## src/rtl/xtea_stream_pkg.sv

```systemverilog
// Shared definitions for the tagged XTEA plaintext byte stream (tx and rx sides).
package xtea_stream_pkg;

  localparam int unsigned BLOCK_BYTES = 16;
  localparam int unsigned TAG_W       = 2;
  localparam int unsigned WORD_W      = 10;

  typedef logic [127:0] block_t;

  typedef struct packed {
    logic [1:0] tag;
    logic [7:0] data;
  } tagged_byte_t;

  typedef enum logic {
    IDLE    = 1'b0,
    COLLECT = 1'b1
  } rx_state_e;

endpackage

```

## src/rtl/blk_out_reg.sv

```systemverilog
// Single-entry valid/ready output register; drops a new block when still full.
module blk_out_reg
  import xtea_stream_pkg::*;
(
  input  logic   i_clk,
  input  logic   i_rst_n,
  input  logic   i_load,
  input  block_t i_data,
  input  logic   i_ready,
  output block_t o_data,
  output logic   o_valid,
  output logic   o_ovf
);

  block_t r_data;
  logic   r_valid;
  logic   r_ovf;
  logic   w_space;

  // Slot is free when empty or being drained this very cycle.
  assign w_space = ~r_valid | i_ready;

  // Load / accept / overflow decision.
  always_ff @(posedge i_clk or negedge i_rst_n) begin
    if (!i_rst_n) begin
      r_data  <= '0;
      r_valid <= 1'b0;
      r_ovf   <= 1'b0;
    end else begin
      r_ovf <= 1'b0;
      if (i_load) begin
        if (w_space) begin
          r_data  <= i_data;
          r_valid <= 1'b1;
        end else begin
          r_ovf <= 1'b1;
        end
      end else if (r_valid && i_ready) begin
        r_valid <= 1'b0;
      end
    end
  end

  assign o_data  = r_data;
  assign o_valid = r_valid;
  assign o_ovf   = r_ovf;

endmodule

```

## src/rtl/ip_enc_rx.sv

```systemverilog
// Tagged byte-stream receiver: checks rolling tags, assembles 16-byte blocks.
module ip_enc_rx
  import xtea_stream_pkg::*;
#(
  parameter int unsigned GAP_MAX = 16
) (
  input  logic              clk,
  input  logic              reset,
  input  logic [WORD_W-1:0] data_in,
  input  logic              req,
  output block_t            blk_out,
  output logic              blk_valid,
  input  logic              blk_ready,
  output logic              busy,
  output logic              tag_err,
  output logic              tmo_err,
  output logic              ovf_err
);

  localparam int unsigned GAP_W    = 8;
  localparam logic [GAP_W-1:0] GAP_LIM  = GAP_W'(GAP_MAX);
  localparam logic [3:0]       LAST_IDX = 4'(BLOCK_BYTES - 1);

  rx_state_e         r_state;
  logic [14:0][7:0]  r_asm;
  logic [3:0]        r_idx;
  logic [GAP_W-1:0]  r_gap;
  logic              r_busy;
  logic              r_tag_err;
  logic              r_tmo_err;

  tagged_byte_t      w_word;
  logic              w_tag_ok;
  logic              w_complete;
  logic [3:0]        w_slot;
  logic [GAP_W-1:0]  w_gap_next;
  block_t            w_block;

  // Word decode and completion detect for the output register.
  assign w_word     = tagged_byte_t'(data_in);
  assign w_tag_ok   = (w_word.tag == r_idx[1:0]);
  assign w_slot     = 4'(4'd14 - r_idx);
  assign w_gap_next = GAP_W'(r_gap + GAP_W'(1));
  assign w_complete = (r_state == COLLECT) && req && w_tag_ok && (r_idx == LAST_IDX);
  assign w_block    = {r_asm, w_word.data};

  // Receive FSM: tag sequencing, byte assembly, gap timeout.
  always_ff @(posedge clk or negedge reset) begin
    if (!reset) begin
      r_state   <= IDLE;
      r_asm     <= '0;
      r_idx     <= '0;
      r_gap     <= '0;
      r_busy    <= 1'b0;
      r_tag_err <= 1'b0;
      r_tmo_err <= 1'b0;
    end else begin
      r_tag_err <= 1'b0;
      r_tmo_err <= 1'b0;
      case (r_state)
        IDLE: begin
          if (req) begin
            if (w_word.tag == 2'd0) begin
              r_asm[14] <= w_word.data;
              r_idx     <= 4'd1;
              r_gap     <= '0;
              r_busy    <= 1'b1;
              r_state   <= COLLECT;
            end else begin
              r_tag_err <= 1'b1;
            end
          end
        end
        COLLECT: begin
          if (req) begin
            r_gap <= '0;
            if (w_tag_ok) begin
              if (r_idx == LAST_IDX) begin
                r_idx   <= '0;
                r_busy  <= 1'b0;
                r_state <= IDLE;
              end else begin
                r_asm[w_slot] <= w_word.data;
                r_idx         <= 4'(r_idx + 4'd1);
              end
            end else begin
              // A stray tag 0 is treated as the start of a new block.
              r_tag_err <= 1'b1;
              if (w_word.tag == 2'd0) begin
                r_asm[14] <= w_word.data;
                r_idx     <= 4'd1;
              end else begin
                r_idx   <= '0;
                r_busy  <= 1'b0;
                r_state <= IDLE;
              end
            end
          end else if (w_gap_next == GAP_LIM) begin
            r_tmo_err <= 1'b1;
            r_gap     <= '0;
            r_idx     <= '0;
            r_busy    <= 1'b0;
            r_state   <= IDLE;
          end else begin
            r_gap <= w_gap_next;
          end
        end
        default: begin
          r_state <= IDLE;
          r_busy  <= 1'b0;
        end
      endcase
    end
  end

  blk_out_reg u_blk_out_reg (
    .i_clk   (clk),
    .i_rst_n (reset),
    .i_load  (w_complete),
    .i_data  (w_block),
    .i_ready (blk_ready),
    .o_data  (blk_out),
    .o_valid (blk_valid),
    .o_ovf   (ovf_err)
  );

  assign busy    = r_busy;
  assign tag_err = r_tag_err;
  assign tmo_err = r_tmo_err;

endmodule

```

## config.mk

```make
export PLATFORM = sky130hd
export DESIGN_NAME = ip_enc_rx
export DESIGN_NICKNAME = d
export VERILOG_FILES = /design/src/rtl/xtea_stream_pkg.sv /design/src/rtl/blk_out_reg.sv /design/src/rtl/ip_enc_rx.sv
export SDC_FILE = /design/constraint.sdc
export NUM_CORES = 1
export LEC_CHECK = 0
export ABC_CLOCK_PERIOD_IN_PS = 4300
export BUFFER_PORTS_ARGS = -buffer_cell sky130_fd_sc_hd__buf_4
export CAP_MARGIN = 20
export CORE_MARGIN = 2
export CORE_UTILIZATION = 50
export CTS_CLUSTER_SIZE = 10
export DETAILED_ROUTE_END_ITERATION = 6
export GPL_TIMING_DRIVEN = 0
export PLACE_DENSITY_LB_ADDON = 0.2
export REMOVE_ABC_BUFFERS = 1
export SYNTH_ARGS = -nofsm -noshare
export SYNTH_HDL_FRONTEND = slang
export SYNTH_SLANG_ARGS = --single-unit
export TNS_END_PERCENT = 50
```

## constraint.sdc

```tcl
create_clock -name clk -period 4.3 [get_ports clk]
set_clock_uncertainty 0.1 [all_clocks]
set_input_delay 0.43 -clock clk [delete_from_list [all_inputs] [get_ports clk]]
set_output_delay 0.43 -clock clk [all_outputs]
set_load 0.01 [all_outputs]
```

After elaboration in Yosys (flattened, before gate mapping)
Cells that the tools add are included.

Input port bits: 14. Bits in registers: 266. Word-level logic and storage cells: 109.

Bitwise logic cells: 4. Add/sub/neg operators: 3. Reduce and logical (&&, ||, !) cells: 14. Muxes and demuxes: 51. Order comparisons: 2. Equality and inequality tests: 11.

Operators with widths (count): two-way mux 120 bit (2); bitwise mux 120 bit (1); two-way mux 112 bit (1); two-way mux 8 bit (8); demux 8 bit (select 4 bit) (1); case mux 8 bit (2 select lines) (2); two-way mux 1 bit (26); two-way mux 4 bit (6); adder 8 x 1 -> 8 bit, second input constant (1); equality test 8 x 5 -> 1 bit, second input constant (1); != test 2 bit, second input constant (4); case mux 4 bit (2 select lines) (1); case mux 1 bit (2 select lines) (3); AND reduction 2 bit (3); AND reduction 3 bit (2); logical AND 1 bit (5); less-than comparator 4 x 5 -> 1 bit, second input constant (1); AND reduction 5 bit (1); adder 4 x 1 -> 4 bit, second input constant (1); equality test 4 bit, second input constant (1); greater-or-equal comparator 4 x 1 -> 1 bit, second input constant (1); != test 4 x 3 -> 1 bit, second input constant (1); != test 4 bit, second input constant (1); AND reduction 4 bit (1); 8 further kinds (10).

Logic depth before layout (Yosys ltp)
Gate-level depths: netlist (run 1).

Word-level depth: 10. Gate-level depth with buffers: 7.

Hierarchy
Synthesis (run 1) repeated with hierarchy kept, for this count alone.

Cells, all modules: 682. Area total of the unflattened synthesis: 11199.5 um^2.

Modules (own cells, without submodules): ip_enc_rx (cells each 405, seq. area each 3403.3 um^2, times used 1, area each 5929.4 um^2); blk_out_reg (cells each 277, seq. area each 3253.1 um^2, times used 1, area each 5270.1 um^2).

Worst setup path after synthesis (run 1)
No wires, ideal clock.

Path type: input -> register. Start: input data_in[9]. End: register r_asm[32] (netlist name). Cell stages on the path: 6. Required time: 4.075 ns. Data arrival time: 1.888 ns. Path buffers: 1. Setup time: 0.125 ns. Path slack: 2.187 ns. Cells stage by stage: buf_2 xor2_1 nor3_4 nand3_1 nor2_2 mux2_2.

Word-level cells in the longest chain between the ends: 2.

RTL lines: start: declaration (line ip_enc_rx.sv:9) `input logic [WORD_W-1:0] data_in,`; equality test 2 bit (line ip_enc_rx.sv:41) `assign w_tag_ok = (w_word.tag == r_idx[1:0]);`; AND reduction 4 bit (no source line); end signal: indexed assignment (line ip_enc_rx.sv:83) `r_asm[w_slot] <= w_word.data;`; end: declaration (line ip_enc_rx.sv:25) `logic [14:0][7:0] r_asm;`.

Every way passes these cells. A chain may end at the register's enable or synchronous reset.

Worst setup path in the final report (run 1)
Start: register r_idx[1]. End: register u_blk_out_reg.r_data[17] (netlist: u_blk_out_reg.o_data[17]).

Word-level cells in the longest chain between the ends: 4.

RTL lines: start: declaration (line ip_enc_rx.sv:26) `logic [3:0] r_idx;`; start signal: assignment (line ip_enc_rx.sv:84) `r_idx <= 4'(r_idx + 4'd1);`; equality test 2 bit (line ip_enc_rx.sv:41); logical AND 1 bit (line ip_enc_rx.sv:44) `assign w_complete = (r_state == COLLECT) && req && w_tag_ok && (r_idx == LAST_IDX);`; logical AND 1 bit * (line ip_enc_rx.sv:44); AND reduction 2 bit (no source line) *; end signal: assignment (line blk_out_reg.sv:33) `r_data <= i_data;`; end: declaration (line blk_out_reg.sv:15) `block_t r_data;`.

Every way passes the cells marked *; elsewhere a longest branch is shown, timed or not.

==> results of run 1 <==
-- per-stage QoR --
stage	instances	total power, mW	utilization	hold WS [ns]	worst slack, ns
after floorplan	655	2.85	-	0.0344	-1.05
after CTS	1116	5.18	0.606	0.0545	1.59
after global placement	1076	2.98	0.561	0.366	-3.26
after detailed placement	1080	3.01	0.568	0.334	1.59
after global routing	1116	5.32	0.606	0.0881	1.40
final	1116	5.11	0.606	0.0797	1.59
-- cell usage after synthesis, drive strengths merged (3+ instances only) --
| master | instances |
|---|---|
| clkbuf | 11 |
| nand3 | 11 |
| o21ai | 22 |
| mux2 | 247 |
| nand2b | 6 |
| inv | 6 |
| a31oi | 4 |
| nor3 | 4 |
| buf | 26 |
| nor2 | 22 |
| o2bb2ai | 3 |
| ha | 6 |
| nand2 | 15 |
| a21oi | 9 |
| and3 | 6 |
| dfrtp | 266 |
-- layer usage --
metal / up-vias / global-route usage / routed length [um]
li1: 2751 / - / -
met1: 3225 / 0.279 / 9620
met2: 137 / 0.340 / 11100
met3: 24 / 0.0275 / 962
met4: 0 / 0.0467 / 300
met5: - / 0 / 0
-- registers in the layout, summed over array words and instances (netlist names) --
signal / count
u_blk_out_reg.o_data: 128
r_asm: 120
r_gap: 8
r_idx: 4
busy: 1
r_state: 1
tag_err: 1
tmo_err: 1
u_blk_out_reg.o_ovf: 1
u_blk_out_reg.o_valid: 1
-- cell type report --
type,count,area [um2]
fill,1663,8230
clock buffer,35,791
multi-input combinational,383,3620
inverter,6,22.5
tap,275,344
sequential,266,6660
timing repair buffer,151,1220
-- critical path: cells and delay by family (launching register included) --
kind / cells / cell delay (ns)
xor gates and xnor gates: 1 / 0.21
and+or+nand+nor: 2 / 0.76
buffers and inverters: 2 / 0.58
DFF: 1 / 0.58
muxes: 1 / 0.32
-- path summary, 6_finish.rpt --
check / start / end / slack (ns) / cells past startpoint
setup / recovery: r_idx[1] / u_blk_out_reg.o_data[17] / 1.59 / 6
hold / removal: req / r_asm[118] / 0.08 / 2
setup reg to reg: r_idx[1] / u_blk_out_reg.o_data[17] / 1.59 / 6
hold reg to reg: r_asm[39] / r_asm[39] / 0.38 / 1
max in group asynchronous: reset / u_blk_out_reg.o_data[14] / 2.45 / 4
min in group asynchronous: reset / r_asm[114] / 0.34 / 2
-- where the power goes --
| group | switching, mW | internal (mW) | leakage, nW |
|---|---|---|---|
| registers | 0.0654 | 2.59 | 3.68 |
| clock network | 0.890 | 1.26 | 0.387 |
| logic | 0.181 | 0.119 | 2.55 |
-- cell families (layout without fill, tap and decap cells) --
family | count (synthesis) | count (layout) | synth area share
buffers and inverters | 43 | 192 | 0.0270
and+or+nand+nor | 73 | 73 | 0.0359
DFF | 266 | 266 | 0.631
adders and majority gates | 6 | 6 | 0.00711
AOI/OAI and AO/OA | 55 | 55 | 0.0338
muxes | 247 | 247 | 0.264
xor gates and xnor gates | 2 | 2 | 0.00166
==> impl_metrics.tcl, run 1 <==
set metrics [dict create \
    outcome "finished, final reports clean" \
    gp_congestion 0.755 \
    drtIter0Drc 303 \
    maxCapViolations 0 \
    drt-vias-per-instance 5.50 \
    yosys_warnings 0 \
    synth_top_cell_by_area "dfrtp_1" \
    worstPathMaxFanout 63 \
    overflow 0 \
    crit_path_cell_trace "xor2_1, nor3_4, nand3_4, buf_16, buf_16, mux2_2" \
    critPathLaunchType "register" \
    finalCriticalPeriod_ns 2.71 \
    yosysTopAreaCellShare 0.631 \
    syn_area_per_cell_um2 15.2 \
    post-cts-setup-buffers 0 \
    synth_area_leaders "dfrtp_1 (63%), mux2_2 (26%), buf_6 (1.5%)" \
    fin_crit_sh 0.630 \
    syn_area_mm2 0.0106 \
    wl_per_cell_um 19.7 \
    hp-class "input pin to register" \
    power_leakage_nw 6.62 \
    fin_nets 858 \
    async_flop_share 1.00 \
    synthCells 692 \
    drt_drc_violations_left 0 \
    dieArea_mm2 0.0223 \
    peakVddDrop_v 0.000332 \
    drt-total-wl_um 22000 \
    die_x_um 149 \
    rsz0062_at_grt "no" \
    cts_buffers 30 \
    synth-edff-count 0 \
    ys_seq_area_frac 0.631 \
    max_stage_delay_ns 0.58 \
    h-tree-depth 1 \
    final_common_cell "dfrtp_1" \
    cp_common_cell "buf_16" \
    cts.sinks 266 \
    post_cts_resized 0 \
    row_count 53 \
    cts_root_buf "clkbuf_16" \
    slew_headroom 0.497 \
    hpwl_um 14300 \
    stdcell_area_mm2 0.0127 \
    antenna_cells 0 \
    core_mm2 0.0209 \
    synth_ff_type "dfrtp_1" \
    clk_pin_slew_ns 0.06 \
    cts_tree "yes" \
    crit_required_ns 4.61 \
    tns_ns 0 \
    antenna_found_initial 0 \
    clockBufferDepth 3 \
    dpl_cell_area_mm2 0.0119 \
    slew_viol_final 0 \
    ys_seq_elements 266 \
    final-setup-viol-count 0 \
    finalHoldViolations 0 \
    clock.fmax_mhz 369 \
    clkLatencyLatePin_ns 0.54 \
    crit_path_top_delay_cell "dfrtp_1" \
    ys_types 42 \
    initial_core_util 0.505 \
    grt_first_pass_wirelength_um 35100 \
    cts_hold_buffers 1 \
    grt_pass1_vias 6372 \
    grtUsageTotal 0.201 \
    ant_nets 0 \
    grt_max_degree 101 \
    crit_type "register to register" \
    crit_path_end_kind "register" \
    area_delta_synth_final_pct 20.0 \
    power_density_mw_per_mm2 404 \
    mostFrequentLayoutCells "dfrtp_1 (266), mux2_2 (245), buf_4 (145)" \
    io_buffers 146 \
    pin_count 147 \
    num_vias 6137 \
    arrival_ns 3.03 \
    layout-drive-gt1-share 0.524 \
    tightest_slew_ns 0.754 \
    drtPass1Iterations 4 \
    die_h_um 149 \
]
No activity file was read; power rests on OpenSTA's default activity.
==> run 2: changes to the inputs <==
--- a/config.mk
+++ b/config.mk
@@ -5,7 +5,8 @@
 export SDC_FILE = /design/constraint.sdc
 export NUM_CORES = 1
 export LEC_CHECK = 0
-export ABC_CLOCK_PERIOD_IN_PS = 4300
+export ABC_AREA = 1
+export ABC_CLOCK_PERIOD_IN_PS = 2600
 export BUFFER_PORTS_ARGS = -buffer_cell sky130_fd_sc_hd__buf_4
 export CAP_MARGIN = 20
 export CORE_MARGIN = 2
==> constraint.sdc (replaced) <==
create_clock -name clk -period 2.6 [get_ports clk]
set_clock_uncertainty 0.1 [all_clocks]
set_input_delay 0.26 -clock clk [delete_from_list [all_inputs] [get_ports clk]]
set_output_delay 0.26 -clock clk [all_outputs]
set_load 0.01 [all_outputs]
==> run 2 against run 1 <==
Total power up 71%. Sequential power up 68%. Sequential cell count unchanged. Largest power group unchanged. Highest routed layer unchanged.
==> impl_metrics.tcl, run 2 <==
set metrics [dict create \
    outcome "finished, final reports clean" \
    worst-r2r-setup-slack_ns 0.25 \
    slew_viol_final 0 \
    final-setup-viol-count 0 \
    r2r-end "u_blk_out_reg.o_data[100]" \
    drtIter0Drc 399 \
    yosys_warnings 0 \
    mostFrequentLayoutCells "dfrtp_1 (266), nand2_1 (177), buf_4 (158)" \
    ys_types 31 \
    peakVddDrop_v 0.000369 \
    min_from "data_in[8]" \
    syn_area_mm2 0.0104 \
    crit_path_end_kind "register" \
    finalHoldViolations 0 \
    core_mm2 0.0204 \
    arrival_ns 2.65 \
    clockBufferDepth 3 \
    final_common_cell "dfrtp_1" \
    maxCapViolations 0 \
    yosys-top-cells-count "dfrtp_1 (266), nand2_1 (177), mux2_2 (120)" \
    worstPathMaxFanout 60 \
    min_to "u_blk_out_reg.o_ovf" \
    clkLatencyLatePin_ns 0.53 \
    clk_pin_slew_ns 0.06 \
    antenna_cells 0 \
    antenna_found_initial 0 \
    whs_path_depth 4 \
    async_flop_share 1.00 \
    finalCriticalPeriod_ns 2.35 \
    largest_reg_flops 128 \
    die_h_um 148 \
    h-tree-depth 1 \
    tightest_slew_ns 0.940 \
    fin_nets 1032 \
    wl_per_cell_um 17.2 \
    cts_buffers 30 \
    num_vias 6666 \
    rsz0062_at_grt "no" \
    die_x_um 148 \
    synthCells 843 \
    instances_no_fill 1284 \
    finalCoreUtilization 0.625 \
    drtPass1Iterations 5 \
    dieArea_mm2 0.0220 \
    ys_seq_area_frac 0.639 \
    fill_cells 1623 \
    pin_count 147 \
    ant_nets 0 \
    initial_core_util 0.511 \
    grt_max_degree 121 \
    yosysTopAreaCellShare 0.639 \
    crit_required_ns 2.90 \
    power_density_mw_per_mm2 688 \
    crit_type "register to register" \
    drt-vias-per-instance 5.19 \
    clock.fmax_mhz 426 \
    grt_pass1_vias 6659 \
    grt_first_pass_wirelength_um 35800 \
    hp-class "input pin to register" \
    layout-drive-gt1-share 0.358 \
    power_leakage_nw 6.51 \
    overflow 0 \
    ys_seq_elements 266 \
    cts_root_buf "clkbuf_16" \
    drt_drc_violations_left 0 \
    critPathLaunchType "register" \
    slew_headroom 0.373 \
    synth-edff-count 0 \
    row_count 52 \
    gp_congestion 0.811 \
    drt-total-wl_um 22100 \
    fin_crit_sh 0.903 \
    r2r_cells 6 \
    synth_top_cell_by_area "dfrtp_1" \
    rr_startpoint "r_idx[0]" \
    syn_area_per_cell_um2 12.4 \
    place_inst 1224 \
    synth_area_leaders "dfrtp_1 (64%), mux2_2 (13%), nand2_1 (6.4%)" \
    cts.sinks 266 \
    synth_most_common_cell "dfrtp_1" \
    area_delta_synth_final_pct 22.3 \
    io_buffers 146 \
    grtUsageTotal 0.204 \
    hpwl_um 13700 \
    cts_tree "yes" \
    synth_ff_type "dfrtp_1" \
]
==> run 2: worst max path at each step <==
| stage | start | endpoint | slack [ns] | cells after the start |
|---|---|---|---|---|
| after global routing | r_idx[0] | r_asm[116] | 0.009 | 10 |
| after floorplan | r_idx[0] | u_blk_out_reg.o_data[100] | -2.75 | 5 |
| after detailed placement | r_idx[0] | r_asm[91] | -0.33 | 6 |
| final | r_idx[0] | u_blk_out_reg.o_data[100] | 0.25 | 6 |
| after CTS | r_idx[0] | r_asm[116] | 0.007 | 10 |
| after global placement | r_idx[0] | u_blk_out_reg.o_data[119] | -5.22 | 5 |
==> run 2: metal layers <==
metal | global-route usage | up-vias | wire length, um | share of wire
li1 | - | 3172 | - | -
met1 | 0.301 | 3315 | 10400 | 0.47
met2 | 0.321 | 146 | 10300 | 0.47
met3 | 0.0264 | 33 | 859 | 0.039
met4 | 0.0595 | 0 | 503 | 0.023
met5 | 0 | - | 0 | 0
==> run 2: repair_timing <==
item	4_1_cts	5_1_grt
resized for setup	0	2
setup endpoints to repair	64	166
buffers inserted	8	5
hold endpoints to repair	132	0
pin swaps	8	2
hold buffers	13	0
==> run 2: cell families (layout without fill, tap and decap cells) <==
kind of cell             Yosys count  after routing  synth area share
flip-flops                       266            266             0.639
AND/OR/NAND/NOR                  242            242             0.104
AO/OA/AOI/OAI                    135            135            0.0752
multiplexers                     120            120             0.130
buffers and inverters             69            240            0.0399
adder cells (fa/ha/maj)            6              6           0.00721
XOR/XNOR                           5              5           0.00493
==> run 2: final cells by class <==
cell class                 instances  area (um2)  share of cell area
sequential                       266        6660               0.523
multi-input combinational        508        3360               0.264
timing repair buffer             177        1460               0.115
clock buffer                      34         797              0.0626
tap                              270         338              0.0265
inverter                          29         114             0.00894
==> run 2: metrics by stage <==
stage | total power, mW | worst slack, ns | TNS [ns] | cell area, um2 | hold slack [ns]
floorplan | 4.93 | -2.75 | -352.00 | 10100 | -0.136
global placement | 5.18 | -5.22 | -945.97 | 11500 | 0.350
detailed placement | 5.22 | -0.326 | -10.00 | 11700 | 0.325
CTS | 8.84 | 0.00660 | 0 | 12700 | 0.0388
global route | 9.16 | 0.00946 | 0 | 12700 | 0.0881
finish | 8.76 | 0.251 | 0 | 12700 | 0.0658
==> run 2: critical path, stage by stage (launching register included) <==
cell,delay (ns)
dfrtp_1,0.50
xnor2_1,0.21
nand2_1,0.15
nor2_1,0.33
nand3_4,0.25
buf_16,0.26
mux2_2,0.34
==> run 2: where the power goes <==
group | internal, mW | total, mW | switching (mW)
clock network | 2.11 | 3.58 | 1.47
logic | 0.228 | 0.691 | 0.463
registers | 4.33 | 4.48 | 0.150
